### src/rtl/prb_gen.sv
// Random-source and precision block for early-terminating stochastic computing.
// Optional macro PRB_MASK_EN forces the low tz_reg bits of every RNG word to zero.
module prb_gen #(
    parameter int unsigned W        = 6,
    parameter int unsigned N        = 2,
    parameter int unsigned CORR     = 0,
    parameter int unsigned S_GROUPS = (CORR != 0) ? 1 : N
) (
    input  logic         clk,
    input  logic         rst,
    input  logic [W-1:0] Bxs [N],
    output logic [W-1:0] S [S_GROUPS],
    output logic [W-1:0] k_init
);

    localparam int unsigned TzW     = $clog2(W + 1);
    localparam int unsigned NumLfsr = (CORR != 0) ? 1 : S_GROUPS;
    localparam logic [W-1:0] Ones   = '1;

    // Maximal-length feedback taps (XAPP052), 0-based bit positions.
    function automatic logic [W-1:0] tap_mask();
        case (W)
            3:       return W'(16'h0006);
            4:       return W'(16'h000C);
            5:       return W'(16'h0014);
            6:       return W'(16'h0030);
            7:       return W'(16'h0060);
            8:       return W'(16'h00B8);
            9:       return W'(16'h0110);
            10:      return W'(16'h0240);
            11:      return W'(16'h0500);
            12:      return W'(16'h0829);
            13:      return W'(16'h100D);
            14:      return W'(16'h2015);
            15:      return W'(16'h6000);
            16:      return W'(16'hD008);
            default: return W'(16'h0030);
        endcase
    endfunction

    localparam logic [W-1:0] Taps = tap_mask();

    logic [TzW-1:0] tz_cur;
    logic [TzW-1:0] tz_min;
    logic [TzW-1:0] p;
    logic [W-1:0]   k_d;
    logic [W-1:0]   low_mask;

    always_comb begin
        tz_min = TzW'(W);
        tz_cur = TzW'(W);
        for (int i = 0; i < int'(N); i++) begin
            tz_cur = TzW'(W);
            for (int b = int'(W) - 1; b >= 0; b--) begin
                if (Bxs[i][b]) begin
                    tz_cur = TzW'(b);
                end
            end
            if (tz_cur < tz_min) begin
                tz_min = tz_cur;
            end
        end
        p   = TzW'(W) - tz_min;
        // Shifting an all-ones word by p and inverting gives 2^p - 1 without a W+1 bit carry.
        k_d = ~(Ones << p);
    end

    always_ff @(posedge clk or posedge rst) begin
        if (rst) begin
            k_init <= '0;
        end else begin
            k_init <= k_d;
        end
    end

`ifdef PRB_MASK_EN
    logic [TzW-1:0] tz_reg;

    always_ff @(posedge clk or posedge rst) begin
        if (rst) begin
            tz_reg <= '0;
        end else begin
            tz_reg <= tz_min;
        end
    end

    assign low_mask = ~(Ones << tz_reg);
`else
    assign low_mask = '0;
`endif

    for (genvar g = 0; g < NumLfsr; g++) begin : g_lfsr
        logic [W-1:0] lfsr_q;

        always_ff @(posedge clk or posedge rst) begin
            if (rst) begin
                lfsr_q <= W'(g + 1);
            end else begin
                lfsr_q <= {lfsr_q[W-2:0], ^(lfsr_q & Taps)};
            end
        end
    end

    // With shared RNG every group taps the single LFSR.
    for (genvar g = 0; g < S_GROUPS; g++) begin : g_out
        localparam int unsigned Src = g % NumLfsr;
        assign S[g] = g_lfsr[Src].lfsr_q & ~low_mask;
    end

endmodule

### config.mk
export PLATFORM = sky130hd
export DESIGN_NAME = prb_gen
export DESIGN_NICKNAME = d
export VERILOG_FILES = /design/src/rtl/prb_gen.sv
export SDC_FILE = /design/constraint.sdc
export NUM_CORES = 1
export LEC_CHECK = 0
export CORE_MARGIN = 2
export CORE_UTILIZATION = 36
export DETAILED_ROUTE_END_ITERATION = 6
export PLACE_DENSITY = 0.72
export SLEW_MARGIN = 20
export SYNTH_ARGS = -nofsm -noshare
export SYNTH_HDL_FRONTEND = slang
export SYNTH_SLANG_ARGS = --single-unit
### constraint.sdc
create_clock -name clk -period 0.8 [get_ports clk]
set_input_delay 0.16 -clock clk [delete_from_list [all_inputs] [get_ports clk]]
set_output_delay 0.16 -clock clk [all_outputs]
set_load 0.05 [all_outputs]
==> impl_metrics.py <==
metrics = {
    "logic_synthesis": {
        "avgSynthCellArea_um2": 12.1,
        "synth-warning-count": 0,
        "yosysMostFrequentCell": "dfrtp_1",
        "netlist_top_cells_area": "dfrtp_1, ha_1, dfstp_2",
        "synth_top_area_frac": 0.534,
        "synthArstFlopShare": 1.00,
        "syn-cell-area_um2": 749,
        "syn_nets": 82,
        "synth_area_leader_cell": "dfrtp_1",
        "synth-edff-count": 0,
        "synth_common_cells": "dfrtp_1, nor2_1, inv_1",
        "synth-main-ff-cell": "dfrtp_1",
        "synth-seq-area-share": 0.604,
        "ys_types": 20,
        "syn_inst": 62,
        "yosys_register_bits": 18,
    },
    "sta": {
        "min_period_ns": 1.86,
        "maxSlewHeadroom": 0.727,
        "finalMaxSlewViolations": 0,
        "hold_violations": 0,
        "setup-violations-final": 25,
        "fmax_mhz": 536,
        "skew_ns": 0.000544,
        "worstMarginPinSlew_ns": 0.410,
        "min_period_over_period": 2.33,
        "tns_ns": -9.91,
        "rsz0062_at_grt": "true",
        "layout_setup_ws_ns": -1.06,
    },
    "grt": {
        "grt_antenna_before_repair": 0,
        "grt_max_degree": 19,
        "grt.total_usage": 0.193,
        "grt.overflow.total": 0,
        "grt_pass1_vias": 723,
        "grt_pass1_wl_um": 3570,
    },
    "routing": {
        "wl_per_cell_um": 14.7,
        "drt-initial-drc-count": 3,
        "totalWireLength_um": 2090,
        "first_pass_iters": 2,
        "drcViolationCount": 0,
        "drt-vias-per-instance": 4.75,
        "ant_nets": 0,
        "vias": 674,
    },
    "placed_design": {
        "place.gp.congestion": 0.707,
        "portBuffers": 31,
        "dpl.hpwl_um": 1290,
    },
    "floorplanning": {
        "dieHeight_um": 49.6,
        "fp-row-count": 16,
        "start_util": 0.382,
        "fp.coreArea_um2": 1960,
        "die-area_um2": 2460,
        "fp.dieW_um": 49.6,
        "ios": 32,
    },
    "setup_path": {
        "required_ns": 1.01,
        "cpMaxStageDelayCell": "ha_1",
        "critPathArrivalTime_ns": 2.07,
        "cp.buffers_inverters": 3,
        "critPathKind": "input port to flop",
        "crit_top_cell": "buf_4",
        "end_kind": "flop",
        "start_kind": "input port",
        "crit-reg2reg-launch": "g_lfsr[1].lfsr_q[4]",
        "crit_start": "Bxs[5]",
        "max_stage_delay_ns": 0.34,
        "crit_family": "adder cells",
        "crit_path_max_fanout": 2,
        "path_cells": "buf_6, nor2_2, o31a_1, ha_1, nor2b_4, nor3_4, nor2_1, buf_4, buf_4, a21o_2, ha_2, nor2b_1",
    },
    "power_and_ir_drop": {
        "p_leak_nw": 0.744,
        "power.share.combinational": 0.320,
        "switching_share": 0.283,
        "clkPwrFrac": 0.203,
        "powerDensity_nw_per_um2": 1240,
        "internal_power_mw": 1.44,
        "fin_total_pwr_mw": 2.01,
        "peakVddDrop_v": 0.000709,
        "power_frac_seq": 0.477,
        "p_sw_mw": 0.568,
    },
    "cells_and_area": {
        "drive_gt1_frac": 0.713,
        "final_nets": 137,
        "antenna_cells": 0,
        "syn2layout_area_growth_pct": 117,
        "seq_area_um2": 458,
        "multi_input_area_um2": 440,
        "fill_cells": 102,
    },
    "clock_tree": {
        "clock_latency_ns": 0.28,
        "htree_levels": 1,
        "clk_path_buf_depth": 2,
        "cts_made_buffers": 3,
        "ctsHoldBuffers": 0,
        "cts_sinks": 18,
        "cts_tree": "done",
        "cts_root_buffer": "clkbuf_4",
        "clk_pin_slew_ns": 0.10,
    },
    "run_status": {
        "violations": "setup timing",
        "status": "finished, violations left",
    },
    "run": {
        "cap_viol_max_count": 0,
    },
    "worst_hold_path": {
        "hp-class": "input port to asynchronous set/reset pin",
    },
}
-- layer usage --
metal / GRT usage / up-vias / wire length [um]
met5: 0 / - / 0
met4: 0.0833 / 0 / 54
met3: 0.0333 / 4 / 132
met2: 0.360 / 30 / 1160
met1: 0.213 / 323 / 740
li1: - / 317 / -
-- worst reg2reg max path: stages (launching register included) --
cell     delay, ns
dfrtp_2       0.44
buf_6         0.13
xor2_2        0.16
-- cells by family after synthesis --
logic type,count (synthesis),synth area share
AOI/OAI and AO/OA,8,0.0918
xor gates and xnor gates,2,0.0234
adders and majority gates,6,0.100
buffers and inverters,7,0.0351
DFF,18,0.604
and+or+nand+nor,21,0.145
-- state kept, by name, indices dropped and copies added (netlist names) --
| signal | flops |
|---|---|
| k_init | 6 |
| g_lfsr.lfsr_q | 12 |
-- stage by stage --
| stage | worst slack [ns] | hold slack [ns] | utilization | cell area [um2] | std cells |
|---|---|---|---|---|---|
| after detailed placement | -1.83 | 0.412 | 0.704 | 1380 | 128 |
| after CTS | -1.00 | 0.190 | 0.804 | 1580 | 142 |
| final | -1.06 | 0.225 | 0.827 | 1620 | 142 |
| after global placement | -1.69 | 0.414 | 0.704 | 1380 | 128 |
| after global routing | -1.13 | 0.242 | 0.827 | 1620 | 142 |
| after floorplan | -1.15 | 0.0968 | - | 785 | 62 |
-- cells in the final DEF (no fill, tap or decap), drive strengths merged, types with 2 or more instances in the layout --
cell type,synthesis,layout
buf,0,49
dfrtp,16,16
nor2,8,8
inv,7,7
ha,6,6
nor2b,4,4
nand2b,4,4
clkbuf,0,3
nor4,2,2
xor2,2,2
dfstp,2,2
-- final timing paths --
path	endpoint	slack (ns)	cells past startpoint
worst max-delay path	k_init[4]	-1.06	12
worst min-delay path	g_lfsr[1].lfsr_q[3]	0.22	3
worst max register to register	g_lfsr[1].lfsr_q[0]	-0.03	2
worst min register to register	g_lfsr[1].lfsr_q[2]	0.43	0
max in group asynchronous	g_lfsr[0].lfsr_q[0]	0.35	3
min in group clk	k_init[2]	0.38	5
-- power groups by stage --
stage / Clock, mW / Combinational (mW) / Sequential, mW
CTS: 0.431 / 0.606 / 0.960
global route: 0.474 / 0.682 / 0.962
finish: 0.408 / 0.643 / 0.959
floorplan: 0 / 0.135 / 1.06
global placement: 0 / 0.496 / 0.977
detailed placement: 0 / 0.510 / 0.977
-- final cells by class --
type	instances	share of cell area
sequential	18	0.282
clock buffer	3	0.0139
multi-input combinational	37	0.271
tap	27	0.0208
inverter	7	0.0162
timing repair buffer	50	0.396
-- what timing repair did --
action                                 in CTS  in global routing
resized for setup                          78                 10
pin swaps                                  16                 11
setup endpoints to repair                  24                 26
setup buffers                              11                  1
endpoints found under the hold margin       0                  0
cloned                                      0                  0
No activity file was read; power rests on OpenSTA's default activity.
